--- config.mk ---
export PLATFORM = sky130hd
export DESIGN_NAME = br_resolve_unit
export DESIGN_NICKNAME = d
export VERILOG_FILES = /design/src/rtl/br_resolve_unit.sv
export SDC_FILE = /design/constraint.sdc
export NUM_CORES = 1
export LEC_CHECK = 0
export CAP_MARGIN = 20
export CORE_MARGIN = 3
export CORE_UTILIZATION = 45
export CTS_CLUSTER_DIAMETER = 50
export CTS_CLUSTER_SIZE = 16
export DETAILED_ROUTE_END_ITERATION = 6
export GPL_TIMING_DRIVEN = 0
export PLACE_DENSITY = 0.87
export SLEW_MARGIN = 20
export SYNTH_ARGS = -nofsm -noshare
export SYNTH_HDL_FRONTEND = slang
export SYNTH_SLANG_ARGS = --single-unit
--- constraint.sdc ---
create_clock -name clk -period 13.9 [get_ports clk]
set_input_delay 1.39 -clock clk [delete_from_list [all_inputs] [get_ports clk]]
set_output_delay 1.39 -clock clk [all_outputs]
set_load 0.1 [all_outputs]
--- src/rtl/br_resolve_unit.sv ---
// Pipelined branch/jump resolution for the execute stage: direction, target,
// link and mispredict check behind a valid/ready handshake, with saturating stats.
module br_resolve_unit #(
  parameter int unsigned DATAW = 32,
  parameter int unsigned ADDRW = 32,
  parameter int unsigned SPLIT = 0,
  parameter int unsigned CNTW  = 16
) (
  input  logic             clk,
  input  logic             rst_n,
  input  logic             flush,
  input  logic             in_valid,
  output logic             in_ready,
  input  logic [3:0]       in_op,
  input  logic [DATAW-1:0] in_a,
  input  logic [DATAW-1:0] in_b,
  input  logic [ADDRW-1:0] in_pc,
  input  logic [ADDRW-1:0] in_imm,
  input  logic             in_pred_taken,
  input  logic [ADDRW-1:0] in_pred_target,
  output logic             out_valid,
  input  logic             out_ready,
  output logic             out_taken,
  output logic [ADDRW-1:0] out_target,
  output logic [ADDRW-1:0] out_link,
  output logic             out_mispredict,
  output logic [ADDRW-1:0] out_redirect_pc,
  output logic [CNTW-1:0]  cnt_branch,
  output logic [CNTW-1:0]  cnt_mispredict
);

  typedef enum logic [3:0] {
    OP_EQ   = 4'd0,
    OP_NE   = 4'd1,
    OP_LT   = 4'd4,
    OP_GE   = 4'd5,
    OP_LTU  = 4'd6,
    OP_GEU  = 4'd7,
    OP_JAL  = 4'd8,
    OP_JALR = 4'd9
  } op_e;

  logic [ADDRW-1:0] a_addr, tgt_c, link_c;
  logic             load_out;

  // Final-stage inputs, fed either straight from the ports or from stage 1
  logic [3:0]       f_op;
  logic             f_eq, f_lt, f_ltu, f_pt;
  logic [ADDRW-1:0] f_tgt, f_link, f_ptgt;
  logic             f_valid_op, f_taken, f_mis;
  logic [ADDRW-1:0] f_redir;

  generate
    if (DATAW >= ADDRW) begin : g_a_trunc
      assign a_addr = in_a[ADDRW-1:0];
    end else begin : g_a_ext
      assign a_addr = {{(ADDRW-DATAW){1'b0}}, in_a};
    end
  endgenerate

  assign tgt_c  = (in_op == OP_JALR) ? ((a_addr + in_imm) & ~ADDRW'(1)) : (in_pc + in_imm);
  assign link_c = in_pc + ADDRW'(4);

  always_comb begin
    f_taken    = 1'b0;
    f_valid_op = 1'b1;
    case (f_op)
      OP_EQ:   f_taken = f_eq;
      OP_NE:   f_taken = !f_eq;
      OP_LT:   f_taken = f_lt;
      OP_GE:   f_taken = !f_lt;
      OP_LTU:  f_taken = f_ltu;
      OP_GEU:  f_taken = !f_ltu;
      OP_JAL:  f_taken = 1'b1;
      OP_JALR: f_taken = 1'b1;
      default: f_valid_op = 1'b0;
    endcase
    // Invalid ops resolve not-taken and are never reported as mispredicted
    f_mis   = f_valid_op & ((f_taken != f_pt) | (f_taken & f_pt & (f_tgt != f_ptgt)));
    f_redir = f_taken ? f_tgt : f_link;
  end

  generate
    if (SPLIT == 0) begin : g_single
      assign f_op     = in_op;
      assign f_eq     = (in_a == in_b);
      assign f_lt     = ($signed(in_a) < $signed(in_b));
      assign f_ltu    = (in_a < in_b);
      assign f_tgt    = tgt_c;
      assign f_link   = link_c;
      assign f_pt     = in_pred_taken;
      assign f_ptgt   = in_pred_target;
      assign in_ready = !out_valid | out_ready;
      assign load_out = in_valid & in_ready & !flush;
    end else begin : g_split
      localparam int unsigned HW = DATAW / 2;
      logic             s1_valid, s1_adv, load_s1, eq_hi;
      logic [3:0]       s1_op;
      logic             s1_eq_lo, s1_lt_lo, s1_pt;
      logic [HW-1:0]    s1_a_hi, s1_b_hi;
      logic [ADDRW-1:0] s1_tgt, s1_link, s1_ptgt;

      assign s1_adv   = !out_valid | out_ready;
      assign in_ready = !s1_valid | s1_adv;
      assign load_s1  = in_valid & in_ready & !flush;
      assign load_out = s1_valid & s1_adv & !flush;

      always_ff @(posedge clk) begin
        if (!rst_n)       s1_valid <= 1'b0;
        else if (flush)   s1_valid <= 1'b0;
        else if (load_s1) s1_valid <= 1'b1;
        else if (s1_adv)  s1_valid <= 1'b0;
      end

      always_ff @(posedge clk) begin
        if (load_s1) begin
          s1_op    <= in_op;
          s1_eq_lo <= (in_a[HW-1:0] == in_b[HW-1:0]);
          s1_lt_lo <= (in_a[HW-1:0] <  in_b[HW-1:0]);
          s1_a_hi  <= in_a[DATAW-1:HW];
          s1_b_hi  <= in_b[DATAW-1:HW];
          s1_tgt   <= tgt_c;
          s1_link  <= link_c;
          s1_pt    <= in_pred_taken;
          s1_ptgt  <= in_pred_target;
        end
      end

      // Low halves compare unsigned; only the high halves carry the sign
      assign eq_hi  = (s1_a_hi == s1_b_hi);
      assign f_op   = s1_op;
      assign f_eq   = eq_hi & s1_eq_lo;
      assign f_ltu  = (s1_a_hi < s1_b_hi) | (eq_hi & s1_lt_lo);
      assign f_lt   = ($signed(s1_a_hi) < $signed(s1_b_hi)) | (eq_hi & s1_lt_lo);
      assign f_tgt  = s1_tgt;
      assign f_link = s1_link;
      assign f_pt   = s1_pt;
      assign f_ptgt = s1_ptgt;
    end
  endgenerate

  always_ff @(posedge clk) begin
    if (!rst_n) begin
      out_valid       <= 1'b0;
      out_taken       <= 1'b0;
      out_target      <= '0;
      out_link        <= '0;
      out_mispredict  <= 1'b0;
      out_redirect_pc <= '0;
      cnt_branch      <= '0;
      cnt_mispredict  <= '0;
    end else begin
      if (flush)         out_valid <= 1'b0;
      else if (load_out) out_valid <= 1'b1;
      else if (out_ready) out_valid <= 1'b0;

      if (load_out) begin
        out_taken       <= f_taken;
        out_target      <= f_tgt;
        out_link        <= f_link;
        out_mispredict  <= f_mis;
        out_redirect_pc <= f_redir;
      end

      if (out_valid && out_ready && !flush) begin
        if (cnt_branch != '1) cnt_branch <= cnt_branch + CNTW'(1);
        if (out_mispredict && (cnt_mispredict != '1)) cnt_mispredict <= cnt_mispredict + CNTW'(1);
      end
    end
  end

endmodule

==> results of run 1 <==
worst max-delay path, delay by kind of cell:
family,cells,cell delay (ns)
simple gates,9,2.65
buf+inv,3,1.65
fa+ha+maj,2,0.80
compound gates,8,1.45
power by group:
group	switching, mW	total, mW	internal, mW
sequential	0.0138	0.410	0.396
clock	0.166	0.519	0.353
combinational	0.419	0.635	0.216
logic make-up (layout without fill, tap and decap cells):
| group | after synthesis | after routing | synth area share, % |
|---|---|---|---|
| AO/OA/AOI/OAI | 365 | 365 | 22.1 |
| XOR/XNOR | 142 | 142 | 11.3 |
| adder cells (fa/ha/maj) | 99 | 99 | 11.4 |
| buffers and inverters | 122 | 454 | 4.67 |
| flip-flops | 131 | 131 | 23.9 |
| multiplexers | 55 | 55 | 5.06 |
| other | 0 | 1 | 0 |
| AND/OR/NAND/NOR | 515 | 515 | 21.5 |
layout by cell type (no fill, tap or decap), types with 8 or more instances in the layout:
cell | synthesis | routed
nor3_1 | 23 | 23
nand2b_1 | 8 | 8
a211oi_1 | 66 | 66
xor2_1 | 66 | 66
clkbuf_16 | 0 | 17
o21a_1 | 10 | 10
inv_1 | 56 | 56
and3_1 | 15 | 15
nand3_1 | 42 | 42
mux2i_1 | 51 | 51
clkbuf_1 | 54 | 58
o211ai_1 | 12 | 12
a21o_1 | 27 | 27
a31oi_1 | 9 | 9
ha_1 | 97 | 97
a21oi_1 | 127 | 127
and2_1 | 16 | 16
clkdlybuf4s50_1 | 0 | 301
nand2_1 | 169 | 169
nor4_1 | 12 | 12
o21ai_0 | 52 | 52
or3_1 | 12 | 12
xnor2_1 | 76 | 76
dfxtp_1 | 131 | 131
nand4_1 | 32 | 32
nor2_1 | 156 | 156
final timing paths:
check | to | cells past startpoint
hold reg to reg | out_redirect_pc[1]$_SDFFE_PN0P_ | 2
setup / recovery | out_mispredict$_SDFFE_PN0P_ | 22
setup reg to reg | out_mispredict$_SDFFE_PN0P_ | 12
hold / removal | out_redirect_pc[1]$_SDFFE_PN0P_ | 2
layout make-up:
class	count	area [sq um]
plain buffers	66	303
repair buffers	301	3010
flip-flops and latches	131	2620
well taps	319	399
diodes	1	2.50
inverters	56	210
clock inverters	10	230
clock buffers	21	440
fillers	1947	8690
multi-input cells	1176	7840
through the flow:
stage	power, mW	cells	utilization (%)	setup WS [ns]	hold slack [ns]
floorplan	0.838	1429	-	8.47	0.883
global route	1.62	2081	63.4	5.71	0.465
CTS	1.55	2080	63.4	6.23	0.453
detailed placement	1.04	2049	60.6	5.81	0.446
finish	1.56	2081	63.4	6.20	0.454
global placement	1.04	2049	60.6	5.87	0.439
state kept, by name, summed over array words and instances (netlist names):
register         count
out_link            32
out_target          32
out_valid            1
out_taken            1
cnt_mispredict      16
out_redirect_pc     32
cnt_branch          16
out_mispredict       1
routing by layer:
metal | wire [um] | part of all wire [%] | up-vias | global-route usage, %
li1 | - | - | 5775 | -
met1 | 17600 | 41 | 5677 | 40.0
met2 | 20300 | 47 | 634 | 54.4
met3 | 3660 | 8.5 | 98 | 5.76
met4 | 1320 | 3.1 | 2 | 10.5
met5 | 20 | 0.047 | - | 0
==> impl_results.md, run 1 <==
- Max Fclk: 0.130 GHz
- Number of synthesized register bits: 131
- GRT overflow: 0
- Slew HR: 29.3%
- Top-count cell post-synth: nand2_1
- Max-Cap Viols: 0
- Crit Path Max Fanout: 10
- Max Slew Vio Count: 0
- Placed cell area: 14400 sq um
- Rows: 56
- Worst Tran Pin Value: 1.06 ns
- Final Hold Fails: 0
- CP Capture Type: register
- VDD IR max: 0.0919 mV
- Tot GR Track Use: 31.6%
- Seq/Total Area, Yosys: 23.9%
- Leading area contributor after synthesis: dfxtp_1
- Warnings from Yosys: 0
- Worst-skew pair later-pin latency: 0.42 ns
- Clock slew at reported path FFs: 0.05 ns
- Final ANT Viol Nets: 0
- Share of post-route cells with drive strength above 1: 3.46%
- Largest net degree at the start of global routing: 17
- Hold buffers post-CTS: 0
- Root buf cell: clkbuf_16
- NumNets Final: 2018
- EDFF count, synth: 0
- Initial DRT Pass Iterations: 5
- RSZ-0062 raised after global routing: false
- Num CTS Buffers: 17
- Final setup violating endpoints: 0
- Number of vias per cell: 5.86
- Final Cycle Share: 55.4%
- Status: complete, no violations
- Primary FF master, synth: dfxtp_1
- Synth async-reset ratio: 0%
- Final instance area: 15100 sq um
- Distinct cells, synth: 76
- Post-CTS Resized: 0
- Die Ht: 162 um
- First-pass GRT wire length: 64900 um
- Crit path DAT: 7.97 ns
- CP peak stage delay: 0.58 ns
- Die W: 162 um
- DR iter-0 viols: 1076
- CTS H-Tree Depth: 4
- Cell Pwr Density: 104 nW/um^2
- Initial Util: 46.2%
- Antenna violations before repair: 2
- DRC viols: 0
- Critical path class: primary input to register
- Clock Sink Count: 131
- Top cells by area, synth: dfxtp_1, ha_1, xnor2_1
- Yosys top cell area share: 23.9%
- Area of the mapped netlist: 11000 sq um
- Post-CTS setup buffer count: 0
- Vias in the first global route: 11978
- IO Pins: 302
- Routed vias: 12186
- Hold wc startpoint: out_redirect_pc[1]$_SDFFE_PN0P_
- Synth cell count leaders: nand2_1, nor2_1, dfxtp_1
- CTS max path bufs: 2
- R2R Path Start: out_valid$_SDFFE_PP0P_
- Routability cong.: 0.968
- Syn Inst Count: 1429
- Post-Synthesis Net Count: 1698
- CTS tree: yes
- Crit path launch type: primary input
- Worst path most repeated cell: nor4_1
- Hpwl dp: 36000 um
- Tmin final: 7.70 ns
- Die area: 26300 sq um
- Hold Path Class: register to register
- Setup Skew: 0.00855 ns
- Slowest stage cell, crit path: clkbuf_1
- CP cell instances: clkdlybuf4s50_1 -> ha_1 -> nand4_1 -> nor4_1 -> nand3_1 -> nor3_1 -> o21ai_0 -> a21oi_1 -> o21ai_0 -> nand3_1 -> clkbuf_1 -> clkbuf_1 -> ha_1 -> o211ai_1 -> a21oi_1 -> nor3_1 -> nand4_1 -> nor4_1 -> o2111ai_1 -> a2111o_1 -> nor4_1 -> a41oi_1
- Routed len/inst: 20.6 um
- Avg Cell Area, Syn: 7.68 sq um
- Final WL: 42900 um
- Layout area overhead: 37.2%
- TNS Setup: 0 ns
- # port buffers: 301
- Worst R2R Setup Slack: 10.63 ns
- Required @ worst endpoint: 14.17 ns
- Core Area: 23800 sq um
- Leakage power: 5.83 nW
- CP Launch Point: in_a[31]
No activity file was read; power rests on OpenSTA's default activity.
==> run 2, diff against run 1 <==
--- a/config.mk
+++ b/config.mk
@@ -12,7 +12,7 @@
 export CTS_CLUSTER_SIZE = 16
 export DETAILED_ROUTE_END_ITERATION = 6
 export GPL_TIMING_DRIVEN = 0
-export PLACE_DENSITY = 0.87
+export PLACE_DENSITY = 0.9
 export SLEW_MARGIN = 20
 export SYNTH_ARGS = -nofsm -noshare
 export SYNTH_HDL_FRONTEND = slang
==> constraint.sdc (replaced) <==
create_clock -name clk -period 6.52 [get_ports clk]
set_input_delay 0.652 -clock clk [delete_from_list [all_inputs] [get_ports clk]]
set_output_delay 0.652 -clock clk [all_outputs]
set_load 0.1 [all_outputs]
==> impl_results.md, run 2 (synthesis gave the netlist of run 1 again) <==
- Crit path launch type: primary input (unchanged)
- Commonest cells after routing, fill and taps aside: clkdlybuf4s50_1, nand2_1, nor2_1 (unchanged)
- Final WS setup: 0.306 ns (was 6.20 ns)
- Final WL: 42100 um (was 42900 um)
- Die W: 162 um (unchanged)
- Hold buffers post-CTS: 0 (unchanged)
- VDD IR max: 0.219 mV (was 0.0919 mV)
- Routability cong.: 0.939 (was 0.968)
- Rows: 56 (unchanged)
- CTS max path bufs: 2 (unchanged)
- Hpwl dp: 35300 um (was 36000 um)
- Die area: 26300 sq um (unchanged)
- Setup Skew: 0.00986 ns (was 0.00855 ns)
- Max Slew Vio Count: 0 (unchanged)
- R2R Path Start: out_valid$_SDFFE_PP0P_ (unchanged)
- Die Ht: 162 um (unchanged)
- Biggest regs: out_link (32), out_redirect_pc (32), out_target (32) (unchanged)
- Crit Path Max Fanout: 10 (unchanged)
- Num CTS Buffers: 17 (unchanged)
- Post-route core utilization: 63.2% (was 63.4%)
- DP Cell Count: 2049 (unchanged)
- Most common cell after layout, fill and taps aside: clkdlybuf4s50_1 (unchanged)
- Routed len/inst: 20.2 um (was 20.6 um)
- Final ANT Viol Nets: 0 (unchanged)
- Layout Cells excl Fill: 2079 (was 2081)
- CTS tree: yes (unchanged)
- Final Hold Fails: 0 (unchanged)
- Critical path class: primary input to register (unchanged)
- Clock Sink Count: 131 (unchanged)
- Largest net degree at the start of global routing: 17 (unchanged)
- Final Cycle Share: 95.3%
- Crit path DAT: 6.46 ns (was 7.97 ns)
- Clock slew at reported path FFs: 0.06 ns (was 0.05 ns)
- DRC viols: 0 (unchanged)
- Tot GR Track Use: 31.2% (was 31.6%)
- IO Pins: 302 (unchanged)
- Core Area: 23800 sq um (unchanged)
- GRT overflow: 0 (unchanged)
- Worst-skew pair later-pin latency: 0.42 ns (about the same)
- Tmin final: 6.21 ns
- CTS H-Tree Depth: 4 (unchanged)
- Initial Util: 46.2% (unchanged)
- Max Fclk: 0.161 GHz
- Post-CTS setup buffer count: 0 (unchanged)
- Routed vias: 12027 (was 12186)
- CP Capture Type: register (unchanged)
- Cell Pwr Density: 214 nW/um^2 (was 104 nW/um^2)
- Number of vias per cell: 5.78 (was 5.86)
- Total power: 3.22 mW (was 1.56 mW)
- Final setup violating endpoints: 0 (unchanged)
- Status: complete, no violations (unchanged)
- Leakage power: 5.82 nW (was 5.83 nW)
- CP Launch Point: in_a[31] (unchanged)
- Max-Cap Viols: 0 (unchanged)
- Pre-CTS setup slack: -0.574 ns (was 5.81 ns)
- Vias in the first global route: 12026 (was 11978)
- DR iter-0 viols: 1017 (was 1076)
- Hold Path Class: register to register (unchanged)
- NumNets Final: 2017 (was 2018)
- Worst Tran Pin Value: 1.05 ns (was 1.06 ns)
- Antenna violations before repair: 2 (unchanged)
- Slew HR: 29.2% (was 29.3%)
- First-pass GRT wire length: 64800 um (was 64900 um)
- # port buffers: 301 (unchanged)
- Hold wc startpoint: out_redirect_pc[13]$_SDFFE_PN0P_ (was out_redirect_pc[1]$_SDFFE_PN0P_)
- Layout area overhead: 36.7% (was 37.2%)
- Fillcell total: 2081 (was 1947)
- Required @ worst endpoint: 6.77 ns (was 14.17 ns)
- Share of post-route cells with drive strength above 1: 3.75% (was 3.46%)
- Initial DRT Pass Iterations: 6 (was 5)
- Root buf cell: clkbuf_16 (unchanged)
[run 2: repair_timing]
| item | in CTS | in global routing |
|---|---|---|
| cloned | 0 | 0 |
| endpoints found under the setup margin | 1 | 1 |
| resized for setup | 1 | 2 |
[run 2: final timing paths]
| check | end | slack [ns] | cells past startpoint |
|---|---|---|---|
| setup reg to reg | out_mispredict$_SDFFE_PN0P_ | 3.30 | 12 |
| hold / removal | out_redirect_pc[13]$_SDFFE_PN0P_ | 0.45 | 2 |
| setup / recovery | out_mispredict$_SDFFE_PN0P_ | 0.31 | 21 |
| hold reg to reg | out_redirect_pc[13]$_SDFFE_PN0P_ | 0.45 | 2 |
[run 2: layout make-up]
class,instances,area (sq um),area share [%]
multi-input cells,1176,7860,52.3
repair buffers,301,3010,20.1
flip-flops and latches,131,2620,17.5
clock buffers,19,443,2.95
well taps,319,399,2.66
plain buffers,65,300,2.00
inverters,56,210,1.40
clock inverters,11,161,1.08
diodes,1,2.50,0.0167
[run 2: worst max-delay path, cell delays in order]
cell             delay, ns
clkdlybuf4s50_1       0.52
ha_1                  0.43
nand4_1               0.18
nor4_2                0.42
nand3_1               0.19
nor3_1                0.30
o21ai_0               0.14
a21oi_1               0.23
or3_1                 0.16
nand3_2               0.32
clkbuf_2              0.37
ha_1                  0.35
o211ai_1              0.09
a21oi_1               0.15
nor3_1                0.19
nand4_1               0.11
nor4_1                0.40
o2111ai_1             0.20
a2111o_1              0.33
nor4_1                0.50
a41oi_1               0.21
[run 2: power breakdown]
part / switching, mW / total [mW] / internal [mW]
Sequential: 0.0308 / 0.875 / 0.845
Combinational: 0.886 / 1.35 / 0.461
Clock: 0.351 / 0.993 / 0.642
Total: 1.27 / 3.22 / 1.95
[run 2: through the flow]
step	setup TNS, ns	area [sq um]	hold WS [ns]
4_1_cts	0	15000	0.455
3_3_place_gp	-0.557	14400	0.438
6_report	0	15000	0.454
3_5_place_dp	-0.574	14400	0.448
2_1_floorplan	0	11000	0.725
5_1_grt	-0.0147	15000	0.468
[run 2: routing by layer]
layer / wire length [um] / GRT usage (%) / up-vias
li1: - / - / 5772
met2: 20000 / 54.0 / 571
met5: 13 / 0 / -
met3: 3350 / 5.81 / 113
met1: 17100 / 38.6 / 5569
met4: 1590 / 11.6 / 2
